**config.mk**
```make
export PLATFORM = sky130hd
export DESIGN_NAME = raster_scan_counter
export DESIGN_NICKNAME = d
export VERILOG_FILES = /design/src/rtl/display_pkg.sv /design/src/rtl/wrap_counter.sv /design/src/rtl/raster_scan_counter.sv
export SDC_FILE = /design/constraint.sdc
export NUM_CORES = 1
export LEC_CHECK = 0
export CORE_ASPECT_RATIO = 0.5
export CORE_MARGIN = 2
export CORE_UTILIZATION = 52
export CTS_CLUSTER_DIAMETER = 30
export DETAILED_ROUTE_END_ITERATION = 8
export PLACE_DENSITY = 0.8
export SYNTH_ARGS = -nofsm -noshare
export SYNTH_HDL_FRONTEND = slang
export SYNTH_SLANG_ARGS = --single-unit
export TNS_END_PERCENT = 50
```
**constraint.sdc**
```tcl
create_clock -name clk -period 2.5 [get_ports clk]
set_input_delay 0.375 -clock clk [delete_from_list [all_inputs] [get_ports clk]]
set_output_delay 0.375 -clock clk [all_outputs]
set_load 0.01 [all_outputs]
```
**src/rtl/display_pkg.sv**
```systemverilog
// Shared display geometry defaults, widths and the terminal-count compare.
package display_pkg;

  localparam int DEF_PX_W    = 10;
  localparam int DEF_LINE_W  = 10;
  localparam int DEF_ADDR_W  = 20;
  localparam int DEF_FRM_W   = 8;

  localparam int DEF_H_COUNT = 640;
  localparam int DEF_V_COUNT = 480;
  localparam int DEF_STRIDE  = 640;

  // True when a counter value sits on the last position of a span of `count`.
  function automatic logic at_terminal(input logic [31:0] value,
                                       input logic [31:0] count);
    return value == (count - 32'd1);
  endfunction

endpackage

```
**src/rtl/wrap_counter.sv**
```systemverilog
// Modulo-COUNT counter with increment, soft clear and a last-position flag.
module wrap_counter
  import display_pkg::*;
#(
  parameter int W     = DEF_PX_W,
  parameter int COUNT = DEF_H_COUNT
) (
  input  logic         clk,
  input  logic         rst_n,
  input  logic         clr,
  input  logic         inc,
  output logic [W-1:0] cnt,
  output logic         last
);

  logic [W-1:0] cnt_q;
  logic [W-1:0] cnt_d;

  assign last = at_terminal(32'(cnt_q), 32'(COUNT));
  assign cnt  = cnt_q;

  // Next count: clear beats increment; increment wraps at the last position.
  always_comb begin
    cnt_d = cnt_q;
    if (clr) begin
      cnt_d = '0;
    end else if (inc) begin
      cnt_d = last ? '0 : cnt_q + W'(1);
    end
  end

  // Count register with synchronous active-low reset.
  always_ff @(posedge clk) begin
    if (!rst_n) begin
      cnt_q <= '0;
    end else begin
      cnt_q <= cnt_d;
    end
  end

endmodule

```
**src/rtl/raster_scan_counter.sv**
```systemverilog
// Raster position generator: pixel/line counters plus an incrementally built
// frame-buffer address, line/frame boundary flags and a completed-frame count.
module raster_scan_counter
  import display_pkg::*;
#(
  parameter int PX_W    = DEF_PX_W,
  parameter int LINE_W  = DEF_LINE_W,
  parameter int ADDR_W  = DEF_ADDR_W,
  parameter int H_COUNT = DEF_H_COUNT,
  parameter int V_COUNT = DEF_V_COUNT,
  parameter int STRIDE  = DEF_STRIDE,
  parameter int FRM_W   = DEF_FRM_W
) (
  input  logic              clk,
  input  logic              ResetN,
  input  logic              Clear,
  input  logic              IncPx,
  input  logic [ADDR_W-1:0] BaseAddr,
  output logic [PX_W-1:0]   PxOut,
  output logic [LINE_W-1:0] LineOut,
  output logic [ADDR_W-1:0] AddrOut,
  output logic              EndOfLine,
  output logic              EndOfFrame,
  output logic              FrameDone,
  output logic [FRM_W-1:0]  FrameCnt
);

  localparam logic [ADDR_W-1:0] STRIDE_A = ADDR_W'(STRIDE);

  logic px_last;
  logic line_last;
  logic line_inc;

  logic [ADDR_W-1:0] addr_q, addr_d;
  logic [ADDR_W-1:0] line_start_q, line_start_d;
  logic [FRM_W-1:0]  frame_cnt_q, frame_cnt_d;
  logic              frame_done_q, frame_done_d;

  // The line counter only moves when the pixel counter wraps.
  assign line_inc = IncPx & px_last;

  wrap_counter #(
    .W     (PX_W),
    .COUNT (H_COUNT)
  ) u_px_cnt (
    .clk   (clk),
    .rst_n (ResetN),
    .clr   (Clear),
    .inc   (IncPx),
    .cnt   (PxOut),
    .last  (px_last)
  );

  wrap_counter #(
    .W     (LINE_W),
    .COUNT (V_COUNT)
  ) u_line_cnt (
    .clk   (clk),
    .rst_n (ResetN),
    .clr   (Clear),
    .inc   (line_inc),
    .cnt   (LineOut),
    .last  (line_last)
  );

  assign EndOfLine  = px_last;
  assign EndOfFrame = px_last & line_last;
  assign AddrOut    = addr_q;
  assign FrameDone  = frame_done_q;
  assign FrameCnt   = frame_cnt_q;

  // Address, line-start and frame bookkeeping; Clear outranks IncPx.
  always_comb begin
    addr_d       = addr_q;
    line_start_d = line_start_q;
    frame_cnt_d  = frame_cnt_q;
    frame_done_d = 1'b0;
    if (Clear) begin
      addr_d       = BaseAddr;
      line_start_d = BaseAddr;
    end else if (IncPx) begin
      if (EndOfFrame) begin
        addr_d       = BaseAddr;
        line_start_d = BaseAddr;
        frame_cnt_d  = frame_cnt_q + FRM_W'(1);
        frame_done_d = 1'b1;
      end else if (EndOfLine) begin
        addr_d       = line_start_q + STRIDE_A;
        line_start_d = line_start_q + STRIDE_A;
      end else begin
        addr_d       = addr_q + ADDR_W'(1);
      end
    end
  end

  // Address and frame registers with synchronous active-low reset.
  always_ff @(posedge clk) begin
    if (!ResetN) begin
      addr_q       <= '0;
      line_start_q <= '0;
      frame_cnt_q  <= '0;
      frame_done_q <= 1'b0;
    end else begin
      addr_q       <= addr_d;
      line_start_q <= line_start_d;
      frame_cnt_q  <= frame_cnt_d;
      frame_done_q <= frame_done_d;
    end
  end

endmodule
```
==> Flow_metrics.wiki, run 1 <==
{| class="wikitable"
! Metric !! Value
|-
| Status || complete, no violations
|-
| Total vias in the final route || 4023
|-
| Multi-input logic area || 2400 um2
|-
| Deepest clock path buffer count || 2
|-
| Sw Pwr || 0.753 mW
|-
| Critical R2R Launch || u_line_cnt.cnt[0]
|-
| Full die area || 8290 um2
|-
| Fraction of the yosys area taken by sequential cells || 35.3%
|-
| Clock Skew || 8.15 ps
|-
| Average instance area after synthesis || 8.08 um2
|-
| Fraction of final layout cells with drive strength greater than 1 || 12.1%
|-
| Count leader, synth || dfxtp_1
|-
| Setup bufs post-CTS || 0
|-
| Share of the synthesized area in the top cell type || 35.3%
|-
| Dominant register cell in the synthesized netlist || dfxtp_1
|-
| Number of diodes || 0
|-
| Syn Inst Count || 485
|-
| Launch point of the worst path || u_px_cnt.cnt[1]
|-
| Post-synth EDFFs || 0
|-
| Worst flop-to-flop path endpoint || FrameCnt[6]
|-
| Post-Syn Nets || 514
|-
| Floorplan row count || 22
|-
| Internal power consumption || 2.09 mW
|-
| Final net count || 601
|-
| Wire length of the first global-routing pass || 18600 um
|-
| Number of search-and-repair iterations in the first detailed-routing pass || 5
|-
| Largest area contributor in the synthesized netlist || dfxtp_1
|-
| CP Class || flop to output pin
|-
| Cell area after synthesis || 3920 um2
|-
| Overall Power || 2.85 mW
|-
| Fraction of power spent switching nets || 26.4%
|-
| Number of antenna violations at the first check in global routing || 0
|-
| Chip Height || 65.4 um
|-
| Global-route total usage across every layer || 28.4%
|-
| Count of endpoints failing setup in the final report || 0
|-
| Maximum number of pins on one net before global-route repair || 25
|-
| Top fanout value on the critical path || 4
|-
| Register-to-register path setup slack || 200 ps
|-
| Combinational Power Share || 11.8%
|-
| Classification of the worst-slack hold path || flop to flop
|-
| Chip Width || 127 um
|-
| Sequential power share || 42.0%
|-
| Critical path endpoint || EndOfLine
|-
| Maximum clock frequency || 413 MHz
|-
| Peak ir drop on the vdd network || 406 uV
|-
| Final hold viol count || 0
|-
| Initial core utilization || 53.5%
|-
| DRC marker count from the first detailed-route iteration || 396
|-
| Routed via count divided by cell count || 5.98
|-
| Critical path data arrival time || 2050 ps
|-
| Main area contributors after synthesis || dfxtp_1 35%, nand2_1 5.6%, a21oi_1 4.9%
|-
| Number of input and output port buffers inserted || 74
|-
| Pwr per Cell Area || 546 nW/um2
|-
| R2R cell count || 6
|-
| Post-detailed-route DRC marker count || 0
|-
| Worst-path clk slew || 60 ps
|-
| Ports || 75
|-
| Clock power share || 46.2%
|-
| TritonCTS clock tree || yes
|-
| Instance count after placement with tap cells included || 657
|-
| Min Hold Slack || 450 ps
|-
| Synth Register Bits || 69
|-
| Critical path data required time || 2120 ps
|-
| Global placer's final weighted congestion || 0.880
|-
| CTS Hold Bufs || 0
|-
| Hpwl dp || 8070 um
|-
| Clock tree root buffer cell || clkbuf_16
|-
| Proportion of synthesized flip-flops having asynchronous set or reset || 0%
|-
| Number of max-cap violations || 0
|-
| Period minus WS final || 2420 ps
|-
| Worst Setup End Kind || output pin
|-
| Final WL || 11500 um
|-
| Setup repair after global routing missed its margin || no
|-
| Max transition margin || 32.1%
|-
| TritonCTS buffer count || 9
|-
| Synth-to-Final Area Change || 33.0%
|-
| Synth cell types || 64
|-
| Clock latency on the worst-skew pair || 340 ps
|-
| Final antenna-violating net count || 0
|-
| Placeable Area || 7320 um2
|-
| Count of final max-slew check failures || 0
|-
| Layout fillers || 576
|-
| Routed wire per std cell || 17.1 um
|-
| Via count of the first global-routing pass || 3678
|-
| Area used by sequential logic in the layout || 1380 um2
|-
| Worst Tran Pin Value || 1010 ps
|-
| Crit path launch type || flop
|-
| Sum of overflow across all layers after global routing || 0
|-
| Final clock period utilization by the worst path || 96.8%
|-
| Number of clock sinks || 69
|-
| Non-filler instance count after layout || 673
|-
| H-tree depth || 3
|-
| Ys Warns || 0
|-
| Leakage power || 1.86 nW
|-
| Commonest cells in the netlist || 69 x dfxtp_1, 58 x nand2_1, 40 x nor2_1
|}
state kept, by name, summed over array words and instances (netlist names):
name and flops:
AddrOut 20, FrameCnt 8, FrameDone 1, line_start_q 20, u_line_cnt.cnt 10, u_px_cnt.cnt 10
final cells by class:
class / instances / share of cell area [%]
inverters: 16 / 1.15
multi-input cells: 375 / 46.0
repair buffers: 101 / 18.1
well taps: 96 / 2.31
clock inverters: 7 / 1.54
clock buffers: 9 / 4.32
flip-flops and latches: 69 / 26.5
worst max-delay path: stages, from the launching register on:
cell and delay [ps]:
dfxtp_1 380, ha_2 220, nor4bb_4 250, nand3_2 200, inv_2 130, clkdlybuf4s50_1 540
worst min-delay path by stage:
stage                          startpoint               to  slack, ps  depth (start not counted)
after floorplan           line_start_q[2]  line_start_q[2]        430                          2
after global placement    line_start_q[2]  line_start_q[2]        440                          2
after detailed placement  line_start_q[0]  line_start_q[0]        440                          2
after CTS                 line_start_q[0]  line_start_q[0]        450                          2
after global routing      line_start_q[0]  line_start_q[0]        470                          2
final                     line_start_q[0]  line_start_q[0]        450                          2
through the flow:
step                worst slack, ps  instance area (um2)  utilization [%]  TNS (ps)
detailed placement              109                 4870             66.5         0
floorplan                       261                 3920                -         0
global route                   1.66                 5210             71.1         0
CTS                            -174                 5170             70.7      -174
finish                         79.0                 5210             71.1         0
global placement                133                 4870             66.5         0
kinds of logic after synthesis:
group,Yosys count,synth area share (%)
and+or+nand+nor,200,25.5
xor gates and xnor gates,35,7.82
adders and majority gates,5,1.60
buffers and inverters,41,4.44
DFF,69,35.3
muxes,17,4.54
AOI/OAI and AO/OA,118,20.9
power groups by stage:
stage	logic (mW)	registers, mW	clock network [mW]
after floorplan	0.176	1.21	0
after global placement	0.324	1.22	0
after detailed placement	0.327	1.22	0
after CTS	0.331	1.19	1.33
after global routing	0.362	1.20	1.38
final	0.335	1.20	1.31
placed cells by master, fill, tap and decap left out, types with 7 or more instances in the layout:
| cell type | count |
|---|---|
| clkdlybuf4s50_1 | 73 |
| a21oi_1 | 37 |
| inv_1 | 13 |
| nor2_1 | 40 |
| nor4_1 | 12 |
| xor2_1 | 17 |
| nor3_1 | 10 |
| nand3_1 | 26 |
| dfxtp_1 | 68 |
| nand2_1 | 58 |
| or3_1 | 10 |
| and3_1 | 7 |
| o22ai_1 | 8 |
| nand4_1 | 17 |
| o21ai_0 | 19 |
| clkbuf_16 | 9 |
| xnor2_1 | 18 |
| mux2i_1 | 14 |
| buf_4 | 27 |
layer usage:
| metal | up-vias | GRT usage [%] | part of all wire [%] |
|---|---|---|---|
| met2 | 163 | 45.6 | 45 |
| met4 | 0 | 8.38 | 0.78 |
| li1 | 1950 | - | - |
| met1 | 1899 | 37.3 | 46 |
| met3 | 11 | 8.96 | 8.3 |
| met5 | - | 0 | 0 |
timing repair:
action	CTS	global route
resized for setup	1	9
pin swaps	0	2
endpoints found under the setup margin	2	12
No activity file was read; power rests on OpenSTA's default activity.
==> run 2: changes to the inputs <==
- CORE_UTILIZATION: 52 -> 47
- PLACE_DENSITY: 0.8 -> 0.76
- clock period: 2.5 -> 2 ns (I/O delays scaled with it)
==> run 2 against run 1 <==
Compared with the run above:
- largest cell class unchanged
- largest power group unchanged
- clock-buffer cell count grew 1
- clock power grew 24%
- critical path depth grew 3
- the run now ends with negative setup slack left
==> Flow_metrics.wiki, run 2 (synthesis results as in run 1) <==
{| class="wikitable"
! Metric !! Value
|-
| Layout fillers || 608
|-
| Clock latency on the worst-skew pair || 340 ps
|-
| Number of input and output port buffers inserted || 74
|-
| Placeable Area || 8060 um2
|-
| Combinational Power Share || 13.5%
|-
| Wire length of the first global-routing pass || 19800 um
|-
| Fraction of power spent switching nets || 25.9%
|-
| Highest cell delay on the worst timing path || 380 ps
|-
| Total vias in the final route || 4363
|-
| Critical path data arrival time || 2380 ps
|-
| Gr busiest metal || met2
|-
| Cell depth of the worst min-delay path || 2
|-
| Final hold viol count || 0
|-
| Most frequent cell on the critical path || buf_12
|-
| Number of max-cap violations || 0
|-
| Pwr per Cell Area || 610 nW/um2
|-
| Worst Tran Pin Value || 580 ps
|-
| Top fanout value on the critical path || 11
|-
| Number of antenna violations at the first check in global routing || 0
|-
| GRT met1 Usage || 36.2%
|-
| Fraction of final layout cells with drive strength greater than 1 || 23.5%
|-
| R2R cell count || 8
|-
| Routed via count divided by cell count || 5.88
|-
| H-tree depth || 3
|-
| Commonest non-fill, non-tap cells in the layout || 72 x clkdlybuf4s50_1, 66 x buf_4, 65 x dfxtp_1
|-
| Routed wire per std cell || 18.1 um
|-
| Worst Slack Setup Final || -130 ps
|-
| Chip Width || 133 um
|-
| DRC marker count from the first detailed-route iteration || 508
|-
| Number of diodes || 0
|-
| Max transition margin || 61.0%
|-
| Multi-input logic area || 2540 um2
|-
| CP Class || flop to flop
|-
| Final antenna-violating net count || 0
|-
| Post-detailed-route DRC marker count || 0
|-
| Classification of the worst-slack hold path || flop to flop
|-
| Synth-to-Final Area Change || 50.4%
|-
| Clock power share || 45.0%
|-
| Global-route total usage across every layer || 28.1%
|-
| Full die area || 9130 um2
|-
| Status || finished, violations left
|-
| Violations in the final reports || negative setup slack
|-
| Internal power consumption || 2.67 mW
|-
| Setup repair after global routing missed its margin || yes
|-
| Crit path launch type || flop
|-
| Sw Pwr || 0.931 mW
|-
| Number of search-and-repair iterations in the first detailed-routing pass || 7
|-
| Deepest clock path buffer count || 2
|-
| Final clock period utilization by the worst path || 106%
|-
| Final net count || 654
|-
| Final instance area || 5890 um2
|-
| Global routing usage on met2 || 47.9%
|-
| TritonCTS buffer count || 9
|-
| GRT met3 Usage || 6.65%
|-
| Floorplan row count || 23
|-
| Area used by sequential logic in the layout || 1390 um2
|-
| Final WL || 13400 um
|-
| Hpwl dp || 8810 um
|-
| Number of clock sinks || 69
|-
| Critical path data required time || 2250 ps
|-
| Chip Height || 68.6 um
|-
| Highest-delay cell along the critical path || or3_4
|-
| Standard cell area after detailed placement || 5320 um2
|-
| Sum of overflow across all layers after global routing || 0
|-
| Maximum number of pins on one net before global-route repair || 30
|-
| Initial core utilization || 48.6%
|-
| Final cell utilization of the core || 73.1%
|-
| Count of endpoints failing setup in the final report || 30
|-
| Count of final max-slew check failures || 0
|-
| Most common library cell in the layout ignoring fill and taps || clkdlybuf4s50_1
|-
| TritonCTS clock tree || yes
|-
| Worst Setup End Kind || flop
|-
| Ports || 75
|-
| Leakage power || 2.21 nW
|-
| Clock tree root buffer cell || clkbuf_16
|-
| Peak ir drop on the vdd network || 486 uV
|-
| CTS Hold Bufs || 0
|-
| Maximum clock frequency || 470 MHz
|-
| Clock Skew || 3.62 ps
|-
| Global placer's final weighted congestion || 0.906
|-
| Worst-path clk slew || 60 ps
|-
| Sequential power share || 41.4%
|-
| Period minus WS final || 2130 ps
|-
| Via count of the first global-routing pass || 4001
|-
| Cells along the critical path || ha_4 > or3b_4 > or3_4 > buf_12 > o21ai_4 > buf_12 > nand2_1 > a21oi_1
|}
[run 2: cell types whose count changed in the layout (fill, tap and decap cells not counted), moves of 3 or more]
| cell | delta |
|---|---|
| a21oi_2 | +10 |
| inv_6 | -3 |
| buf_4 | +39 |
| dfxtp_1 | -3 |
| buf_6 | +8 |
| a21oi_1 | -9 |
| buf_12 | +7 |
[run 2: path summary, 6_finish.rpt]
| kind | start | end | slack [ps] |
|---|---|---|---|
| worst max-delay path | u_line_cnt.cnt[1] | line_start_q[0] | -130 |
| worst min-delay path | line_start_q[6] | line_start_q[6] | 450 |
| worst max register to register | u_line_cnt.cnt[1] | line_start_q[0] | -130 |
| worst min register to register | line_start_q[6] | line_start_q[6] | 450 |
[run 2: area by class of cell]
| cell class | instances | area share, % |
|---|---|---|
| repair buffers | 154 | 24.7 |
| clock inverters | 6 | 1.06 |
| clock buffers | 10 | 4.06 |
| multi-input cells | 375 | 43.2 |
| inverters | 16 | 1.02 |
| flip-flops and latches | 69 | 23.6 |
| well taps | 112 | 2.38 |
[run 2: critical path: cells and delay by family (launching register included)]
family	cells	cell delay, ps
AO/OA/AOI/OAI	2	370
adder cells (fa/ha/maj)	1	120
buffers and inverters	2	330
flip-flops	1	360
AND/OR/NAND/NOR	3	850
[run 2: what timing repair did]
item,4_1_cts,5_1_grt
resized for setup,18,34
endpoints found under the setup margin,55,57
setup buffers,3,6
pin swaps,6,6
[run 2: metal layers]
| layer | routed length, um | vias to the layer above |
|---|---|---|
| met5 | 0 | - |
| met4 | 248 | 0 |
| met3 | 1280 | 33 |
| met2 | 6230 | 227 |
| met1 | 5640 | 2053 |
| li1 | - | 2050 |
[run 2: power groups by stage]
stage | combinational, mW | sequential, mW | clock [mW]
2_1_floorplan | 0.220 | 1.51 | 0
3_3_place_gp | 0.448 | 1.51 | 0
3_5_place_dp | 0.455 | 1.52 | 0
4_1_cts | 0.463 | 1.49 | 1.63
5_1_grt | 0.518 | 1.50 | 1.69
6_report | 0.487 | 1.49 | 1.62
[run 2: metrics by stage]
| step | instances | setup TNS [ps] | hold slack (ps) | total power, mW | setup WS, ps |
|---|---|---|---|---|---|
| global placement | 717 | -416 | 438 | 1.96 | -116 |
| floorplan | 485 | -18.2 | 429 | 1.73 | -9.23 |
| detailed placement | 717 | -1810 | 446 | 1.97 | -144 |
| finish | 742 | -1240 | 453 | 3.60 | -130 |
| CTS | 736 | -880 | 454 | 3.57 | -86.8 |
| global route | 742 | -3410 | 471 | 3.70 | -153 |
